### src/rtl/fetch_pkg.sv
// Shared types and default constants for the fetch stage: FSM state enum,
// IF/ID register layout, and the default reset PC and bubble instruction.
package fetch_pkg;

    localparam int FETCH_XLEN = 32;
    localparam logic [FETCH_XLEN-1:0] DEFAULT_RESET_PC = 32'h0000_0000;
    localparam logic [31:0] DEFAULT_NOP_INSTR = 32'h0000_0013;

    typedef enum logic [1:0] {
        BOOT   = 2'd0,
        RUN    = 2'd1,
        HALTED = 2'd2
    } fetch_state_e;

    typedef struct packed {
        logic                  valid;
        logic [FETCH_XLEN-1:0] pc;
        logic [FETCH_XLEN-1:0] pc4;
        logic [31:0]           instr;
    } if_id_t;

endpackage

### src/rtl/if_id_reg.sv
// IF/ID pipeline register. Clear turns the slot into a bubble, load captures
// a new fetch, and hold (or no request) keeps the current contents.
module if_id_reg
    import fetch_pkg::*;
#(
    parameter logic [31:0] NOP_INSTR = DEFAULT_NOP_INSTR
) (
    input  logic   clk,
    input  logic   rst,
    input  logic   hold,
    input  logic   clear,
    input  logic   load,
    input  if_id_t d,
    output if_id_t q
);

    // Clearing keeps the PC fields; only the valid bit and instruction become a bubble.
    always_ff @(posedge clk) begin
        if (rst) begin
            q.valid <= 1'b0;
            q.pc    <= '0;
            q.pc4   <= '0;
            q.instr <= NOP_INSTR;
        end else if (clear) begin
            q.valid <= 1'b0;
            q.instr <= NOP_INSTR;
        end else if (load && !hold) begin
            q <= d;
        end
    end

endmodule

### src/rtl/fetch_pc_ctrl.sv
// Fetch-stage front end: program counter, boot/run/halt FSM and IF/ID capture.
// Optional build macro FETCH_MISALIGN_TRAP_EN halts on misaligned redirect targets.
module fetch_pc_ctrl
    import fetch_pkg::*;
#(
    parameter int               XLEN      = FETCH_XLEN,
    parameter logic [XLEN-1:0]  RESET_PC  = DEFAULT_RESET_PC,
    parameter logic [31:0]      NOP_INSTR = DEFAULT_NOP_INSTR
) (
    input  logic            clk,
    input  logic            rst,
    input  logic            stall_i,
    input  logic            flush_i,
    input  logic            redirect_i,
    input  logic [XLEN-1:0] redirect_pc_i,
    input  logic            halt_i,
    output logic [XLEN-1:0] imem_addr_o,
    input  logic [31:0]     imem_rdata_i,
    output logic            if_id_valid_o,
    output logic [XLEN-1:0] if_id_pc_o,
    output logic [XLEN-1:0] if_id_pc4_o,
    output logic [31:0]     if_id_instr_o,
    output logic [1:0]      fetch_state_o
`ifdef FETCH_MISALIGN_TRAP_EN
    ,
    output logic            misalign_o,
    output logic [XLEN-1:0] misalign_addr_o
`endif
);

    fetch_state_e    state;
    logic [XLEN-1:0] pc;
    logic [XLEN-1:0] pc_plus4;
    logic [XLEN-1:0] redirect_target;
    logic            misaligned;
    logic            if_id_hold;
    logic            if_id_clear;
    logic            if_id_load;
    if_id_t          if_id_d;
    if_id_t          if_id_q;

    assign pc_plus4        = pc + {{(XLEN-3){1'b0}}, 3'd4};
    assign redirect_target = redirect_pc_i & ~{{(XLEN-2){1'b0}}, 2'b11};

`ifdef FETCH_MISALIGN_TRAP_EN
    assign misaligned = (redirect_pc_i[1:0] != 2'b00);
`else
    assign misaligned = 1'b0;
`endif

    always_comb begin
        if_id_hold  = 1'b0;
        if_id_clear = 1'b0;
        if_id_load  = 1'b0;
        if_id_d     = '{valid: 1'b1, pc: pc, pc4: pc_plus4, instr: imem_rdata_i};
        case (state)
            RUN: begin
                if (redirect_i || halt_i || flush_i) if_id_clear = 1'b1;
                else if (stall_i)                    if_id_hold  = 1'b1;
                else                                 if_id_load  = 1'b1;
            end
            HALTED:  if_id_clear = redirect_i;
            default: if_id_hold  = 1'b1;
        endcase
    end

    // PC and FSM share one register block so a redirect and its state change land together.
    always_ff @(posedge clk) begin
        if (rst) begin
            pc    <= RESET_PC;
            state <= BOOT;
`ifdef FETCH_MISALIGN_TRAP_EN
            misalign_o      <= 1'b0;
            misalign_addr_o <= '0;
`endif
        end else begin
`ifdef FETCH_MISALIGN_TRAP_EN
            misalign_o <= 1'b0;
`endif
            case (state)
                BOOT: state <= RUN;
                RUN: begin
                    if (redirect_i) begin
                        if (misaligned) begin
                            state <= HALTED;
`ifdef FETCH_MISALIGN_TRAP_EN
                            misalign_o      <= 1'b1;
                            misalign_addr_o <= redirect_pc_i;
`endif
                        end else begin
                            pc <= redirect_target;
                        end
                    end else if (halt_i) begin
                        state <= HALTED;
                    end else if (!stall_i) begin
                        pc <= pc_plus4;
                    end
                end
                HALTED: begin
                    if (redirect_i) begin
                        if (misaligned) begin
`ifdef FETCH_MISALIGN_TRAP_EN
                            misalign_o      <= 1'b1;
                            misalign_addr_o <= redirect_pc_i;
`endif
                        end else begin
                            pc    <= redirect_target;
                            state <= RUN;
                        end
                    end
                end
                default: state <= BOOT;
            endcase
        end
    end

    if_id_reg #(
        .NOP_INSTR(NOP_INSTR)
    ) u_if_id_reg (
        .clk  (clk),
        .rst  (rst),
        .hold (if_id_hold),
        .clear(if_id_clear),
        .load (if_id_load),
        .d    (if_id_d),
        .q    (if_id_q)
    );

    assign imem_addr_o   = pc;
    assign fetch_state_o = state;
    assign if_id_valid_o = if_id_q.valid;
    assign if_id_pc_o    = if_id_q.pc;
    assign if_id_pc4_o   = if_id_q.pc4;
    assign if_id_instr_o = if_id_q.instr;

endmodule
### config.mk
export PLATFORM = sky130hd
export DESIGN_NAME = fetch_pc_ctrl
export DESIGN_NICKNAME = d
export VERILOG_FILES = /design/src/rtl/fetch_pkg.sv /design/src/rtl/if_id_reg.sv /design/src/rtl/fetch_pc_ctrl.sv
export SDC_FILE = /design/constraint.sdc
export NUM_CORES = 1
export LEC_CHECK = 0
export CAP_MARGIN = 30
export CORE_AREA = 3 3 189 99
export CTS_BUF_LIST = sky130_fd_sc_hd__clkbuf_8
export DETAILED_ROUTE_END_ITERATION = 6
export DIE_AREA = 0 0 192 102
export PLACE_DENSITY = 0.66
export RECOVER_POWER = 100
export SYNTH_ARGS = -nofsm -noshare
export SYNTH_HDL_FRONTEND = slang
export SYNTH_HIERARCHICAL = 1
export SYNTH_SLANG_ARGS = --single-unit
export TNS_END_PERCENT = 30
### constraint.sdc
create_clock -name clk -period 2.35 [get_ports clk]
set_input_delay 0.47 -clock clk [delete_from_list [all_inputs] [get_ports clk]]
set_output_delay 0.47 -clock clk [all_outputs]
set_load 0.01 [all_outputs]
* Word-level counts from Yosys, hierarchy flattened
Cells that the tools add are included.
Storage, ports and cells: bits in registers 131, latch bits 0, RAM bits 0, bits in read-only memories 0, bits of input ports 70, output and inout port bits 131, word-level logic and storage cells 42, memories 0
Cells by class: add/sub/neg operators 1, multiply operators 0, div/mod/pow operators 0, order comparisons 0, equal/unequal tests 7, shifts and indexed selects 0, mux-type cells 17, bitwise operators 1, reductions and logical operators 10
Operator list (number):
- $mux W32 | 4
- $pmux W32 S2 | 1
- $add A32 B3 Y32 const B | 1
- $mux W1 | 6
- $mux W2 | 3
- $ne A2 B2 Y1 const B | 3
- $ne A3 B3 Y1 const B | 2
- $pmux W2 S3 | 1
- $pmux W1 S2 | 2
- $reduce_and A4 Y1 | 1
- $reduce_and A3 Y1 | 1
- $eq A2 B1 Y1 const B | 1
- $eq A2 B2 Y1 const B | 1
- $logic_not A2 Y1 | 1
- $logic_or A1 B1 Y1 | 2
- $reduce_and A2 Y1 | 1
- $reduce_bool A2 Y1 | 1
- $reduce_or A2 Y1 | 1
- $logic_and A1 B1 Y1 | 1
- $logic_not A1 Y1 | 1
- $not A1 Y1 | 1

* Longest topological paths before layout
depth in word-level cells 7, gate-level depth with buffers 12, mapped depth without buffers 7

* Hierarchy
Netlist, hierarchy kept.
Modules (own cells, without submodules):
- if_id_reg | times used 1, cells each 426, area each 3428.3 sq um, sequential area each 1941.9 sq um
- fetch_pc_ctrl | times used 1, cells each 339, area each 2508.7 sq um, sequential area each 640.6 sq um

* Worst setup path after synthesis
No wires, ideal clock.
path kind reg2reg, from register state[0], in the netlist fetch_state_o[0], to register u_if_id_reg/q[32] (netlist bit), library setup time 0.132 ns, arrival time 2.289 ns, required time 2.218 ns, slack -0.071 ns, stages on the path, launching flop included 12, path buffers 5, clock period less this slack 2.421 ns, path through dfxtp_1 ha_1 clkbuf_1 or2_2 clkbuf_1 clkbuf_1 o41ai_1 or3b_1 buf_6 buf_8 nand2_1 a21oi_1
On the way: longest elaborated chain between the ends 5, elaborated cells on any way between the ends 9, classes of those cells 2 x eq/ne; 3 x mux; 1 x bitwise; 3 x reduce/logical
RTL lines:
- start, declared | RTL line fetch_pc_ctrl.sv:31 | fetch_state_e state;
- start signal, assigned | RTL line fetch_pc_ctrl.sv:71 | state <= BOOT;
- start signal, assigned | RTL line fetch_pc_ctrl.sv:81 | BOOT: state <= RUN;
- start signal, assigned | RTL line fetch_pc_ctrl.sv:85 | state <= HALTED;
- $eq A2 B2 Y1 / $eq A2 B1 Y1 (equally long branches) | RTL line fetch_pc_ctrl.sv:56 | case (state)
- $pmux W1 S2 (*) | RTL line fetch_pc_ctrl.sv:56
- via if_id_hold | RTL line fetch_pc_ctrl.sv:36 | logic if_id_hold;
- $logic_not A1 Y1 (*) | RTL line if_id_reg.sv:27 | end else if (load && !hold) begin
- $logic_and A1 B1 Y1 (*) | RTL line if_id_reg.sv:27
- $reduce_and A2 Y1 (no line) (*)
- end, declared | RTL line if_id_reg.sv:14 | output if_id_t q
Mark *: on every way through the listed nets, which the timed path passes. The rest lies on a longest branch. A chain may end at the register's enable or synchronous reset.

* Worst setup path in the final report
from register state[0], in the netlist fetch_state_o[0], to register u_if_id_reg/q[9] (netlist bit)
On the way: longest elaborated chain between the ends 4, elaborated cells on any way between the ends 8, classes of those cells 2 x eq/ne; 3 x mux; 3 x reduce/logical
RTL lines (RTL line):
- $eq A2 B2 Y1 / $eq A2 B1 Y1 (equally long branches) | fetch_pc_ctrl.sv:56
- $pmux W1 S2 (*) | fetch_pc_ctrl.sv:56
- via if_id_hold | fetch_pc_ctrl.sv:36
- $logic_not A1 Y1 (*) | if_id_reg.sv:27
- $logic_and A1 B1 Y1 (*) | if_id_reg.sv:27
Marked as above.

==> out/results.ini <==
[synthesis]
share_of_synthesized_cell_area_in_full_adder_half_adder_and_majority_cells_pct = 0.843
post_synthesis_cell_count = 765
synth_warnings = 6
post_synth_num_cell_types = 57
synthArstFlopShare_pct = 0
mappedNetlistArea_mm2 = 0.00594
synth_enable_flop_cells = 0
synth_compound_area_share_pct = 17.8
synth.top_cells.by_area = sky130_fd_sc_hd__dfxtp_1 (43%), sky130_fd_sc_hd__nand2_1 (14%), sky130_fd_sc_hd__a21oi_1 (9.4%), sky130_fd_sc_hd__xnor2_1 (3.1%), sky130_fd_sc_hd__nor2_1 (2.2%)
cell_with_the_most_instances_after_synthesis = sky130_fd_sc_hd__nand2_1
synth_xor_xnor_area_share_pct = 4.13
synth.yosys.seq_area_share_pct = 43.5
dominantRegCellSynth = sky130_fd_sc_hd__dfxtp_1
muxShareOfSynthArea_pct = 0.885
yosys-top-cells-count = sky130_fd_sc_hd__nand2_1 (228), sky130_fd_sc_hd__dfxtp_1 (129), sky130_fd_sc_hd__a21oi_1 (111)
synth-simple-area-share_pct = 26.0
synth.top_cell.area_share_pct = 43.5
yosys.area.top_type = sky130_fd_sc_hd__dfxtp_1
largest_family_of_logic_cells_by_synthesized_area = simple AND/OR/NAND/NOR gates
postSynthAreaPerCell_um2 = 7.76
synth_seq_cells = 129

[sta]
hold_viol = 0
final_critical_path_setup_slack_ns = 0.147
worst_pin_slew_ns = 0.567
fmax_ghz = 0.454
final_max_tran_viols = 0
worst_hold_slack_ns = 0.452
finClkSkew_ns = 0.0178
grt_setup_unrepaired = no
period_share_pct = 93.8
layout_min_cycle_time_ns = 2.20
setup_viol = 0
slew_headroom_pct = 61.8

[floorplanning]
core_outline_area_mm2 = 0.0171
row_count = 34
initial_utilization_pct = 34.6
fp.dieArea_mm2 = 0.0196
die-height_um = 102
floorplan.io_pins = 201
chipWidth_um = 192

[drt]
drt_drc_violations_left = 0
drt_pre_antenna_iters = 4
drt_iter0_markers = 416
wl_per_instance_um = 15.8
drtAntennaViolNets = 0
vias = 6162
vias_per_cell = 5.00
wl_um = 19500

[grt]
grt_pass1_vias = 5840
grt_antenna_before_repair = 0
first_pass_grt_wire_length_um = 30000
met2_usage_pct = 31.9
globalRouteTotalUtil_pct = 19.4
grt_start_max_net_pins = 46
grt_busiest_layer = met2
grtUsageMet1_pct = 25.0
groute.layer.met3.usage_pct = 4.87
globalRoute.totalOverflow = 0

[critical_path]
timing.critical_path.buf_inv = 3
critical_path.slowest_cell = sky130_fd_sc_hd__dfxtp_1
worst_setup_path_start_kind = flip-flop
worst-setup-path-type = flip-flop to flip-flop
timing.critical_path.slowest_cell_delay_ns = 0.41
r2r.worst_path.cells = 9
critical_path_arrival_ns = 2.50
critical_path.reg2reg.endpoint = u_if_id_reg/q[9]
critPathRequiredTime_ns = 2.64
critPathMaxFanout = 33
worst_r2r_startpoint = fetch_state_o[0]
timing.critical_path.cells = inv_1 -> ha_1 -> or2_2 -> o41ai_1 -> clkbuf_1 -> and2b_2 -> buf_6 -> nand2_1 -> a21oi_1
critPathTopFamily = simple AND/OR/NAND/NOR gates
worst_setup_path_end_kind = flip-flop
timing.reg2reg.setup_slack_ns = 0.15

[cts]
cts_buffers = 17
cts.clk_slew.worst_paths_ns = 0.08
post_cts_buffers = 0
clk-insertion-delay-late_ns = 0.44
deepest_clock_path_buffer_count = 2
clkSinkCount = 129
cts_hold_buffers = 0
htree_num_levels = 4
clockRootBuffer = sky130_fd_sc_hd__clkbuf_8
cts_tree = yes

[placed_design]
placed_cells = 1201
placement.setup.worst_slack_ns = -0.155
port-buffer-count = 196
replace_congestion = 0.901
hpwl_um = 14100

[finish]
syn2layout_area_growth_pct = 47.9
layout.area.seq_mm2 = 0.00258
n_antenna_cell = 0
multi_input_logic_area_mm2 = 0.00299
num-fill-cells = 1623
layout-drive-gt1-share_pct = 10.6
final_net_count = 1060
instances_no_fill = 1233

[hold_path]
hold_path_startpoint = u_if_id_reg/q[11]
whs_path_depth = 2
min-delay-path-class = flip-flop to flip-flop
hold-path-endpoint = u_if_id_reg/q[11]

[pwr]
power_leakage_nw = 3.46
power.ir.vdd_worst_v = 0.000329
powerDensity_mw_per_mm2 = 588
power_consumption_mw = 5.17

[run_status]
outcome = finished clean

[run]
max-cap-violations = 0

==> layout make-up <==
cell class	instances	area share, %
inverters	9	0.385
well taps	234	3.33
repair buffers	257	28.0
clock buffers	21	3.29
flip-flops and latches	129	29.4
clock inverters	11	1.55
multi-input cells	572	34.0
==> power by group <==
group          switching [mW]  total, mW  internal, mW
sequential             0.0543       2.29          2.24
combinational           0.422      0.814         0.393
clock                   0.908       2.06          1.15
==> layout by cell type, fill, tap and decap left out, types with 5 or more instances in the layout <==
cell type | netlist | routed
sky130_fd_sc_hd__a21o_1 | 5 | 5
sky130_fd_sc_hd__a21oi_1 | 111 | 111
sky130_fd_sc_hd__a22oi_1 | 9 | 9
sky130_fd_sc_hd__a31oi_1 | 9 | 9
sky130_fd_sc_hd__a32oi_1 | 7 | 7
sky130_fd_sc_hd__buf_4 | 9 | 46
sky130_fd_sc_hd__clkbuf_8 | 2 | 21
sky130_fd_sc_hd__clkdlybuf4s50_1 | 0 | 69
sky130_fd_sc_hd__conb_1 | 2 | 7
sky130_fd_sc_hd__dfxtp_1 | 129 | 129
sky130_fd_sc_hd__dlygate4sd3_1 | 0 | 126
sky130_fd_sc_hd__inv_1 | 9 | 11
sky130_fd_sc_hd__nand2_1 | 228 | 228
sky130_fd_sc_hd__nand2b_1 | 7 | 7
sky130_fd_sc_hd__nand3_1 | 25 | 25
sky130_fd_sc_hd__nand4_1 | 9 | 9
sky130_fd_sc_hd__nor2_1 | 35 | 35
sky130_fd_sc_hd__nor3_1 | 11 | 10
sky130_fd_sc_hd__o21ai_0 | 16 | 15
sky130_fd_sc_hd__or3_1 | 6 | 6
sky130_fd_sc_hd__xnor2_1 | 21 | 21
sky130_fd_sc_hd__xor2_1 | 7 | 7
==> worst register-to-register path, stage by stage, from the launching register on <==
cell and delay [ns]:
sky130_fd_sc_hd__dfxtp_1 0.41, sky130_fd_sc_hd__inv_1 0.09, sky130_fd_sc_hd__ha_1 0.32, sky130_fd_sc_hd__or2_2 0.35
sky130_fd_sc_hd__o41ai_1 0.09, sky130_fd_sc_hd__clkbuf_1 0.20, sky130_fd_sc_hd__and2b_2 0.24, sky130_fd_sc_hd__buf_6 0.18
sky130_fd_sc_hd__nand2_1 0.11, sky130_fd_sc_hd__a21oi_1 0.07
==> metrics by stage <==
step	util, %	cell area, um2	TNS [ns]
after floorplan	-	5960	0
after global placement	49.0	8410	-5.86
after detailed placement	49.0	8410	-11.25
after CTS	51.5	8830	0
after global routing	51.2	8780	0
final	51.2	8780	0
==> state kept, by name (all words and copies together) (netlist names) <==
name	flops
imem_addr_o	30
u_if_id_reg/q	97
fetch_state_o	2
==> per-layer routing <==
| metal | part of all wire, % | routed length, um |
|---|---|---|
| met1 | 45 | 8700 |
| met2 | 46 | 9050 |
| met3 | 6.8 | 1330 |
| met4 | 2.1 | 408 |
| met5 | 0 | 0 |
==> how the worst max path moves through the flow <==
stage / cells after the start / slack [ns] / start / end
3_3_place_gp: 6 / -0.12 / redirect_i / imem_addr_o[30]
4_1_cts: 8 / 0.14 / fetch_state_o[1] / u_if_id_reg/q[72]
3_5_place_dp: 7 / -0.16 / redirect_i / u_if_id_reg/q[81]
5_1_grt: 9 / 0.009 / fetch_state_o[0] / u_if_id_reg/q[10]
6_report: 9 / 0.15 / fetch_state_o[0] / u_if_id_reg/q[9]
2_1_floorplan: 11 / 0.05 / fetch_state_o[0] / u_if_id_reg/q[32]
==> logic make-up after synthesis <==
logic type      count (synthesis)
mux                             5
buf+inv                        69
compound gates                181
other cells                     2
fa+ha+maj                       4
xor+xnor                       28
simple gates                  347
flops                         129
==> timing repair <==
| item | CTS | global route |
|---|---|---|
| setup endpoints to repair | 0 | 65 |
| endpoints found under the hold margin | 0 | 0 |
| gates resized for setup | 0 | 2 |
Power figures use the tool's default switching activity.
